===== src/rtl/acc_out_port.sv =====
// Output port FIFO between the CPU accumulator and an external device.
// Each OUT instruction pushes the 4-bit accumulator value into a small FIFO.
// The external device drains the FIFO with a valid/ready handshake.
// When the FIFO is full and nothing drains that cycle, the CPU is told to
// stall. An OUT that arrives anyway is dropped and latched in a sticky
// overflow flag.
module acc_out_port #(
  parameter int DEPTH = 4
) (
  input  logic                     clk,
  input  logic                     reset,
  input  logic [3:0]               A_Result,
  input  logic                     out_we,
  output logic [3:0]               out_data,
  output logic                     out_valid,
  input  logic                     out_ready,
  output logic                     stall,
  output logic [$clog2(DEPTH):0]   count,
  output logic                     overflow,
  input  logic                     ovf_clr
);

  localparam int PW = $clog2(DEPTH);
  localparam int CW = PW + 1;
  localparam logic [CW-1:0] FULL_CNT = CW'(DEPTH);

  logic [3:0]    mem_q [DEPTH];
  logic [PW-1:0] wr_ptr_q, wr_ptr_d;
  logic [PW-1:0] rd_ptr_q, rd_ptr_d;
  logic [CW-1:0] count_q, count_d;
  logic          ovf_q, ovf_d;
  logic          empty, full, pop, push;

  // Handshake decode and next-state for pointers, count and overflow.
  // DEPTH is a power of two, so pointer wrap is the natural roll-over.
  always_comb begin
    empty    = (count_q == '0);
    full     = (count_q == FULL_CNT);
    pop      = !empty && out_ready;
    push     = out_we && (!full || pop);
    stall    = out_we && full && !pop;

    wr_ptr_d = wr_ptr_q;
    rd_ptr_d = rd_ptr_q;
    count_d  = count_q;
    ovf_d    = ovf_q;

    if (push) wr_ptr_d = wr_ptr_q + PW'(1);
    if (pop)  rd_ptr_d = rd_ptr_q + PW'(1);

    case ({push, pop})
      2'b10:   count_d = count_q + CW'(1);
      2'b01:   count_d = count_q - CW'(1);
      default: count_d = count_q;
    endcase

    // A refused push in the same cycle as a clear keeps the flag set.
    if (ovf_clr) ovf_d = 1'b0;
    if (stall)   ovf_d = 1'b1;
  end

  // Control state: cleared immediately whenever reset is pulled low.
  always_ff @(posedge clk or negedge reset) begin
    if (!reset) begin
      wr_ptr_q <= '0;
      rd_ptr_q <= '0;
      count_q  <= '0;
      ovf_q    <= 1'b0;
    end else begin
      wr_ptr_q <= wr_ptr_d;
      rd_ptr_q <= rd_ptr_d;
      count_q  <= count_d;
      ovf_q    <= ovf_d;
    end
  end

  // Storage array is data only and is never cleared; writes are blocked in reset.
  always_ff @(posedge clk) begin
    if (push && reset) mem_q[wr_ptr_q] <= A_Result;
  end

  // Head of FIFO; forced to zero while empty so it reads 0 out of reset and stays stable.
  always_comb begin
    out_valid = !empty;
    out_data  = empty ? 4'h0 : mem_q[rd_ptr_q];
    count     = count_q;
    overflow  = ovf_q;
  end

endmodule


===== config.mk =====
export PLATFORM = sky130hd
export DESIGN_NAME = acc_out_port
export DESIGN_NICKNAME = d
export VERILOG_FILES = /design/src/rtl/acc_out_port.sv
export SDC_FILE = /design/constraint.sdc
export NUM_CORES = 1
export LEC_CHECK = 0
export ABC_CLOCK_PERIOD_IN_PS = 3900
export CAP_MARGIN = 20
export CELL_PAD_IN_SITES_DETAIL_PLACEMENT = 0
export CELL_PAD_IN_SITES_GLOBAL_PLACEMENT = 1
export CORE_UTILIZATION = 48
export CTS_BUF_LIST = sky130_fd_sc_hd__clkbuf_4
export DETAILED_ROUTE_END_ITERATION = 10
export HOLD_SLACK_MARGIN = 0.12
export PLACE_DENSITY_LB_ADDON = 0.1
export SYNTH_ARGS = -nofsm -noshare
export SYNTH_HDL_FRONTEND = slang
export SYNTH_SLANG_ARGS = --single-unit

===== constraint.sdc =====
create_clock -name clk -period 3.9 [get_ports clk]
set_clock_uncertainty 0.15 [all_clocks]
set_input_delay 0.39 -clock clk [delete_from_list [all_inputs] [get_ports clk]]
set_output_delay 0.39 -clock clk [all_outputs]
set_load 0.005 [all_outputs]

=== Word-level counts from Yosys, hierarchy flattened ===
Memories as Yosys holds them, arrays and structs flattened.
Cells that the tools add are included.

* $add $sub $neg: 4
* Equal/unequal tests: 3
* Reduce and logical (&&, ||, !) cells: 12
* Mux-type cells: 6

{| class="wikitable"
|+ Operators by type and width
! kind !! number
|-
| case mux 3 bit (2 select lines) || 1
|-
| logical AND 1 bit || 5
|-
| adder 2 x 1 -> 2 bit (second input constant) || 2
|-
| 2-to-1 mux 1 bit || 4
|-
| 2-to-1 mux 4 bit || 1
|-
| nonzero test 2 bit || 2
|-
| adder 3 x 1 -> 3 bit (second input constant) || 1
|-
| equality test 3 bit (second input constant) || 1
|-
| zero test 1 bit || 3
|-
| zero test 3 bit || 1
|-
| subtractor 3 x 1 -> 3 bit (second input constant) || 1
|-
| equality test 2 x 1 -> 1 bit (second input constant) || 1
|-
| equality test 2 bit (second input constant) || 1
|-
| logical OR 1 bit || 1
|}

* Output and inout port bits: 10
* Word-level logic and storage cells: 30
* Memories kept: 1
* Bits in writable memories: 16
* Bits of input ports: 9
* Bits in registers: 8

{| class="wikitable"
|+ Memories
! memory !! depth !! bits a word !! read ports !! clocked after Yosys merged registers in !! write ports !! line !! RTL
|-
| mem_q || 4 || 4 || 1 || 0 || 1 || 27 || <nowiki>logic [3:0] mem_q [DEPTH];</nowiki>
|}

=== Logic depth before layout (Yosys ltp) ===
Gate-level depths: netlist of run 1.

* Depth in word-level cells: 8
* Mapped depth: 7
* Depth with buffers taken out: 6

=== Worst setup path after synthesis of run 1 ===
Ideal clock, no wire load.

* Path kind: reg2reg
* From: reg count_q[0], in the netlist count[0]
* To: reg count_q[2], in the netlist count[2]
* Path slack: 1707 ps
* Clock period less this slack: 2193 ps
* Data arrival time: 1896 ps
* Path buffers: 1
* Setup time: 147 ps
* Cell stages (with the launch flop): 8
* Cells stage by stage: dfrtp_1 -> or3_1 -> clkbuf_1 -> nand3_1 -> fa_1 -> or3b_2 -> nand3_1 -> o311ai_0

* Cells in the longest elaborated chain, start to end: 7
* Elaborated cells between the ends (all ways): 13
* Classes of those cells: add/sub: 2; eq/ne: 3; mux: 1; reduce/logical: 7

{| class="wikitable"
|+ Ends and longest elaborated chain
! what !! line !! RTL
|-
| start: declaration || 30 || <nowiki>logic [CW-1:0] count_q, count_d;</nowiki>
|-
| start signal: assignment || 72 || <nowiki>count_q <= count_d;</nowiki>
|-
| zero test 3 bit (*) || 37 || <nowiki>empty = (count_q == '0);</nowiki>
|-
| zero test 1 bit (*) || n/a ||
|-
| via out_valid || 15 || <nowiki>output logic out_valid,</nowiki>
|-
| logical AND 1 bit (*) || 39 || <nowiki>pop = !empty && out_ready;</nowiki>
|-
| logical OR 1 bit || 40 || <nowiki>push = out_we && (!full || pop);</nowiki>
|-
| logical AND 1 bit || 40 ||
|-
| equality test 2 x 1 -> 1 bit or equality test 2 bit (tied branches) || 51 || <nowiki>case ({push, pop})</nowiki>
|-
| case mux 3 bit (2 select lines) or nonzero test 2 bit (tied branches) || n/a ||
|}

The timed path passes the listed nets; every way through them passes the cells marked *.
A chain may end at the register's enable or synchronous reset.

=== Final worst setup path of run 1 ===
* From: in out_ready
* To: out stall

* Cells in the longest elaborated chain, start to end: 3

{| class="wikitable"
|+ Ends and longest elaborated chain
! what !! line !! RTL
|-
| start: declaration || 16 || <nowiki>input logic out_ready,</nowiki>
|-
| logical AND 1 bit || 39 ||
|-
| zero test 1 bit || 41 || <nowiki>stall = out_we && full && !pop;</nowiki>
|-
| logical AND 1 bit || 41 ||
|-
| end: declaration || 17 || <nowiki>output logic stall,</nowiki>
|}

No other way between the ends.

==> results.md, run 1 <==
- The critical path is of the input port to primary output type.
- The met1 track utilization from global routing is 24.2%.
- Yosys mapped the design onto 29 distinct sky130hd cell types.
- The met2 usage in global routing is 27.4%.
- The initial utilization of the core area, before any placement, comes to 51.6%.
- The number of antenna diodes in the final layout is 0.
- The final hold violation count came to 0.
- In this run the register-to-register setup slack is 1520 ps.
- In this run the critical register-to-register path is launched from count[0].
- The leakage power figure is 0.530 nW.
- The required time reported for the critical path endpoint is about 3400 ps.
- After routing, the total negative slack on setup checks comes to 0 ps.
- The actual transition at the worst max-transition pin is roughly 470 ps.
- Wires add up to 1860 um.
- After clock tree synthesis, the flow added hold-fix buffers numbering 0.
- The setup-violating endpoint count in the final report is 0.
- The longest clock path from root to sink contains 2 buffers.
- The number of warnings issued by yosys is 0.
- The via count of the routed design is 689.
- The worst supply voltage drop on vdd is 0.439 mV.
- The I/O pin total is 19.
- The die footprint is roughly 2600 um^2.
- CTS placed an instance of clkbuf_4 at the clock tree root.
- The peak-usage layer in the global routing report is met2.
- The number of violations reported at the end of detailed-routing iteration 0 is 11.
- The post-cts gate resize count is 0.
- The overall die height is 51.2 um.
- In the final routed layout, each cell accounts on average for between 10 and 15 um.
- TritonCTS built the clock tree.
- The time the worst path needs with I/O delays and setup is 2780 ps.
- The clock sink count is 24.
- Of the cells placed in the final design, the portion with a size suffix greater than 1 is 12.6%.
- The number of port buffers is 18.
- The worst path arrival time is around 2200 ps.
- The overall global routing resource usage is 17.7%.
- TritonCTS created 3 clock buffers.
- The worst reg2reg path endpoint is count[1].
- The number of antenna violations at the first check in global routing is 0.
- The number of H-tree levels is 1.
- Once detail routing completed, the nets flagged for antenna violations numbered 0.
- The type of the tightest min-delay check is input port to async pin.
- Max-cap violations in this run came to 0.
- In this run the post-CTS setup repair buffer count came out at 0.
- The worst setup path is captured at a primary output.
- The first detailed-routing pass took 4 iterations.
- After clock tree synthesis, the clock-pin slew on the worst setup and hold paths is 130 ps.
- The floorplan row count is 17.
- The share of the Yosys chip area taken by registers is 58.6%.
- The type of element launching the critical path is an input port.
- The top fanout value on the critical path is 12.
- The first global-routing pass estimated 3220 um of wire.
- The mapped netlist covers 1160 um^2.
- Setup repair after global routing left no endpoint under its margin.
- Averaged over all synthesized cells, the footprint is 13.7 um^2.
- The insertion delay to the later sink of the worst-skew pair is 310 ps.
- Global routing consumed, on the met3 layer, 2.68% of the routing resources.
- For this run the aggregate overflow at the end of global routing stands at 0.
- The final-report max-slew violation count is 0.
- Entering global routing, the biggest net connects 15 pins.
- Relative to the synthesized area, the layout overhead comes to 21.0%.
- The count of cells in the finished layout, fillers not included, comes to around 130.
- After the last flow step, the layout net total stands at 118.
- After detailed routing, the number of vias per cell comes to 5.26.
- In this run the power density over the cells is 696 nW/um^2.
- The number of global-route vias before repair was 658.
- For this run, design rule violations remaining after detail routing come to 0.
- The flow ran to the end, and the final reports show no timing, DRC or antenna violations.
- The worst path uses 71.4% of the clock period.
- The final weighted congestion in routability-driven placement is 0.699.
- Once placement completed, the tool counted placed cells totaling 127.
- The number of inserted filler cells in the final layout is 191.
- The detailed-placement wirelength estimate is roughly 1300 um.
- Counting every net in the synthesized netlist gives 99.
- Counting flops and latches in the post-synthesis netlist gives 24.
- In the synthesized netlist, the number of instances is 85.
- Timing would allow up to 359 MHz.
- The placeable core region is 2250 um^2.
- The number of cells on the worst reg-to-reg path is 6.
- The worst slew margin relative to its limit is 68.3%.
- The die extent in x is 51.2 um.
sequential cells by signal (all words and copies together) (netlist names):
register	flops
overflow	1
count	3
rd_ptr_q	2
wr_ptr_q	2
mem_q	16
cells in the final DEF (no fill, tap or decap), drive strengths merged, types with 3 or more instances in the layout:
cell type | Yosys | final
mux4 | 4 | 4
clkdlybuf4s50 | 0 | 18
edfxtp | 16 | 16
ha | 4 | 4
clkbuf | 2 | 3
nand3 | 5 | 5
xnor2 | 3 | 3
and2 | 4 | 4
nor2 | 7 | 7
inv | 10 | 10
dfrtp | 8 | 8
metrics by stage:
stage | utilization [%] | power (mW) | area (um^2) | setup slack (ps) | hold slack [ps]
after floorplan | - | 0.646 | 1160 | 1710 | -55.6
after global placement | 60.0 | 0.804 | 1350 | 1170 | 379
final | 62.4 | 0.979 | 1410 | 1120 | 213
after detailed placement | 60.0 | 0.813 | 1350 | 1120 | 379
after global routing | 62.4 | 1.05 | 1410 | 1050 | 210
after CTS | 62.4 | 0.989 | 1410 | 1120 | 207
synth_stat cells:
| master | number | area [um^2] |
|---|---|---|
| mux2_4 | 1 | 15.0 |
| or3_1 | 1 | 6.26 |
| buf_6 | 1 | 11.3 |
| buf_2 | 1 | 5.00 |
| and3_1 | 1 | 6.26 |
| o32ai_1 | 1 | 8.76 |
| o21ba_2 | 1 | 10.0 |
| or4b_4 | 1 | 13.8 |
| a22oi_1 | 1 | 7.51 |
| nand2_4 | 1 | 11.3 |
| ha_1 | 4 | 50.1 |
| xnor2_1 | 3 | 26.3 |
| nand3b_1 | 2 | 15.0 |
| o22ai_1 | 2 | 12.5 |
| inv_1 | 10 | 37.5 |
| o311ai_0 | 1 | 8.76 |
| clkbuf_1 | 2 | 7.51 |
| nand3_1 | 5 | 25.0 |
| dfrtp_1 | 8 | 200 |
| nand2_1 | 1 | 3.75 |
| o21ai_0 | 1 | 5.00 |
| fa_1 | 1 | 20.0 |
| or3b_2 | 1 | 8.76 |
| xor2_1 | 2 | 17.5 |
| mux4_2 | 4 | 90.1 |
| nor2_1 | 7 | 26.3 |
| and2_1 | 4 | 25.0 |
| edfxtp_1 | 16 | 480 |
| o211ai_1 | 1 | 7.51 |
worst max-delay path by stage:
| stage | from | to | slack, ps | cells after the start |
|---|---|---|---|---|
| 2_1_floorplan | count[0] | count[2] | 1710 | 7 |
| 3_3_place_gp | out_ready | stall | 1170 | 4 |
| 3_5_place_dp | out_ready | stall | 1120 | 4 |
| 4_1_cts | out_ready | stall | 1120 | 4 |
| 5_1_grt | out_ready | stall | 1050 | 4 |
| 6_report | out_ready | stall | 1120 | 4 |
worst max-delay path, stage by stage:
cell	delay (ps)
clkdlybuf4s50_1	620
or4b_4	620
nor2_1	110
clkdlybuf4s50_1	510
routing by layer:
layer	up-vias	wire length [um]
met5	-	0
met4	0	29
met3	2	53
met2	15	870
met1	335	906
li1	337	-
power breakdown:
group | leakage, nW | total, mW | switching (mW) | internal (mW)
registers | 0.242 | 0.410 | 0.0794 | 0.331
clock network | 0.0279 | 0.178 | 0.0742 | 0.104
logic | 0.261 | 0.390 | 0.142 | 0.248
layout make-up:
type	count	area [um^2]	area share, %
inverters	10	37.5	2.67
well taps	28	35.0	2.49
clock inverters	1	30.0	2.14
repair buffers	18	180	12.8
multi-input cells	47	420	29.9
flip-flops and latches	24	681	48.4
clock buffers	3	22.5	1.60
cell families after synthesis:
group | count (synthesis) | synth area share, %
compound gates | 8 | 5.17
xor+xnor | 5 | 3.77
fa+ha+maj | 5 | 6.03
buf+inv | 14 | 5.27
flops | 24 | 58.6
mux | 5 | 9.04
simple gates | 24 | 12.2
No activity file was read; power rests on OpenSTA's default activity.
==> inputs of run 2 (changes only) <==
--- a/config.mk
+++ b/config.mk
@@ -5,11 +5,11 @@
 export SDC_FILE = /design/constraint.sdc
 export NUM_CORES = 1
 export LEC_CHECK = 0
-export ABC_CLOCK_PERIOD_IN_PS = 3900
+export ABC_CLOCK_PERIOD_IN_PS = 2900
 export CAP_MARGIN = 20
 export CELL_PAD_IN_SITES_DETAIL_PLACEMENT = 0
 export CELL_PAD_IN_SITES_GLOBAL_PLACEMENT = 1
-export CORE_UTILIZATION = 48
+export CORE_UTILIZATION = 44
 export CTS_BUF_LIST = sky130_fd_sc_hd__clkbuf_4
 export DETAILED_ROUTE_END_ITERATION = 10
 export HOLD_SLACK_MARGIN = 0.12
==> constraint.sdc (replaced) <==
create_clock -name clk -period 2.9 [get_ports clk]
set_clock_uncertainty 0.15 [all_clocks]
set_input_delay 0.29 -clock clk [delete_from_list [all_inputs] [get_ports clk]]
set_output_delay 0.29 -clock clk [all_outputs]
set_load 0.005 [all_outputs]
==> run 2 against run 1 <==
Compared with the run above:
- routed wire length is 5.5% higher
- total power rose by 35%
- setup slack worse by 690 ps
- count of clock-buffer cells in the layout stayed put
- first-iteration DRC count up 64%
- die area grew 8.7%
- clock power increased by 35%
- combinational power rose by 36%
- critical path type is now flop to primary output
- critical endpoint is now out_data[3]
- highest routed layer unchanged
==> results.md, run 2 (same netlist as run 1, synthesis figures left out) <==
- Commonest cells after routing, fill and taps aside: clkdlybuf4s50_1, edfxtp_1, inv_1 (unchanged).
- The leakage power figure was 0.545 nW (was 0.530 nW).
- The worst supply voltage drop on vdd was 0.625 mV (was 0.439 mV).
- The placeable core region was 2480 um^2 (was 2250 um^2).
- The final hold violation count is 0 (unchanged).
- The final-report max-slew violation count is 0 (unchanged).
- Run status: completed (unchanged).
- The worst path arrival time came to 2040 ps (was 2240 ps).
- The die footprint is 2850 um^2 (was 2620 um^2).
- The signed area change from the synthesized netlist to the final layout came to 23.1% (was 21.0%).
- The overall global routing resource usage is 16.8% (was 17.7%).
- The total CTS buffers is 3 (unchanged).
- The number of max-cap violations is 0 (unchanged).
- The clock edge transition at the registers on the reported setup and hold paths is 130 ps (about the same).
- The number of port buffers came to 18 (unchanged).
- The worst-path cell with the longest stage delay is dfrtp_1 (was clkdlybuf4s50_1).
- The worst slew margin relative to its limit is 71.5% (was 68.3%).
- The root cell of the clock tree is clkbuf_4 (unchanged).
- The type of element launching the critical path is a flop (was input port).
- The number of iterations in the first detailed-routing pass is 4 (unchanged).
- The critical path capture point type is a primary output (unchanged).
- The number of H-tree levels is 1 (unchanged).
- The number of antenna violations at the first check in global routing is 0 (unchanged).
- The floorplan row count is 18 (was 17).
- The via count of the routed design is 692 (was 689).
- The delay of the slowest critical-path stage came to 570 ps (was 620 ps).
- The die extent in x came to 53.4 um (was 51.2 um).
- The minimum setup slack among reg-to-reg paths was 570 ps (was 1520 ps).
- The start point of the critical path is rd_ptr_q[0] (was out_ready).
- The count of nets after finishing is 121 (was 118).
- The post-route DRC violation count is 0 (unchanged).
- The sum of buffers and inverters on the critical path came to 1 (was 2).
- The worst slack on hold paths is 168 ps (was 213 ps).
- The routed wirelength normalized by instance count is 14.4 um (was 14.2 um).
- The pin count of the biggest net entering global routing is 15 (unchanged).
- The reg-to-reg critical path startpoint is count[0] (unchanged).
- The detailed-placement wirelength estimate came to 1430 um (was 1350 um).
- The logic depth of the worst register-to-register path is 6 (unchanged).
- The count of antenna-violating nets left after detailed routing was 0 (unchanged).
- The clock sink count came to 24 (unchanged).
- The number of violations reported at the end of detailed-routing iteration 0 is 18 (was 11).
- The detailed-route wire length came to 1960 um (was 1860 um).
- The wire length of the first global-routing pass came to 3210 um (was 3220 um).
- The post-detailed-route via-to-cell ratio is 5.09 (was 5.26).
- The share of post-route cells with drive strength above 1 is 15.1% (was 12.6%).
- Derived from the worst setup path, the maximum achievable clock frequency is about 400 MHz.
- The required time reported for the critical path endpoint is 2460 ps (was 3360 ps).
- The worst setup path endpoint is out_data[3] (was stall).
- The actual transition at the worst max-transition pin is 426 ps (was 474 ps).
- The remaining global-route overflow came to 0 (unchanged).
- The final weighted congestion in routability-driven placement was 0.764 (was 0.699).
- After layout, the minimum clock period comes to 2480 ps.
- The setup TNS after final layout is 0 ps (unchanged).
- The final critical path takes up 85.5% of the cycle.
- The overall die height is 53.4 um (was 51.2 um).
- The number of buffers inserted by hold repair at cts came to 0 (unchanged).
- The number of flip-flops under the largest register name is 16 (unchanged).
- The top fanout value on the critical path is 6 (was 12).
- The I/O pin total was 19 (unchanged).
- Cell breakdown of the critical path: mux4_2 > and2_1 > clkdlybuf4s50_1 (was clkdlybuf4s50_1 > or4b_4 > nor2_1 > clkdlybuf4s50_1).
- The number of global-route vias before repair is 641 (was 658).
- The depth of the critical timing path with buffers and inverters included is 3 (was 4).
- The power density over cell area came to 924 nW/um^2 (was 696 nW/um^2).
- The critical path class is flop to primary output (was input port to primary output).
- The post-CTS setup buffer count was 0 (unchanged).
- The maximum number of buffers from clock root to sink was 2 (unchanged).
- The insertion delay to the later sink of the worst-skew pair is 320 ps (was 310 ps).
- The worst reg2reg path endpoint is count[1] (unchanged).
- The setup-violating endpoint count in the final report is 0 (unchanged).
- The type of the tightest min-delay check is input port to async pin (unchanged).
- The gate family responsible for the most delay along the worst path is flip-flops (was buffers and inverters).
- The most frequent standard cell in the layout excluding fill and tap cells is clkdlybuf4s50_1 (unchanged).
- The CTS tree is built (unchanged).
- The initial core utilization is 46.9% (was 51.6%).
- The post-cts gate resize count came to 0 (unchanged).
- The register with the most flip-flops is mem_q (unchanged).
- The total inserted antenna cells is 0 (unchanged).
- RSZ-0062 raised after global routing: no (unchanged).
## run 2: cell count changes in the layout (fill, tap and decap cells not counted), sizes merged
cell	previous run	this run
buf	0	3
## run 2: where the power goes
part	switching [mW]	leakage (nW)	internal [mW]
clock network	0.101	0.0279	0.140
registers	0.107	0.242	0.445
logic	0.192	0.275	0.338
total	0.400	0.545	0.923
## run 2: how the worst min path moves through the flow
stage / end / startpoint / depth (start not counted)
2_1_floorplan: count[0] / reset / 0
3_3_place_gp: overflow / overflow / 2
3_5_place_dp: overflow / overflow / 2
4_1_cts: count[1] / reset / 2
5_1_grt: rd_ptr_q[1] / reset / 2
6_report: count[0] / reset / 2
## run 2: through the flow
stage / util, % / instance area, um^2 / worst slack, ps / cells / power (mW)
floorplan: - / 1160 / 707 / 85 / 0.869
global placement: 55.7 / 1380 / 543 / 132 / 1.09
detailed placement: 55.7 / 1380 / 492 / 132 / 1.10
CTS: 57.8 / 1430 / 375 / 136 / 1.34
global route: 57.8 / 1430 / 296 / 136 / 1.43
finish: 57.8 / 1430 / 421 / 136 / 1.32
## run 2: layout make-up
class,count,area (um^2)
tap,30,37.5
clock buffer,3,22.5
multi-input combinational,47,420
clock inverter,1,30.0
sequential,24,681
inverter,10,37.5
fill,217,1050
timing repair buffer,21,203
## run 2: per-layer routing
metal	up-vias	global-route usage [%]	routed length, um
met4	0	9.21	34
met5	-	0	0
met2	12	21.7	855
met1	335	26.2	1030
li1	341	-	-
met3	4	2.59	44
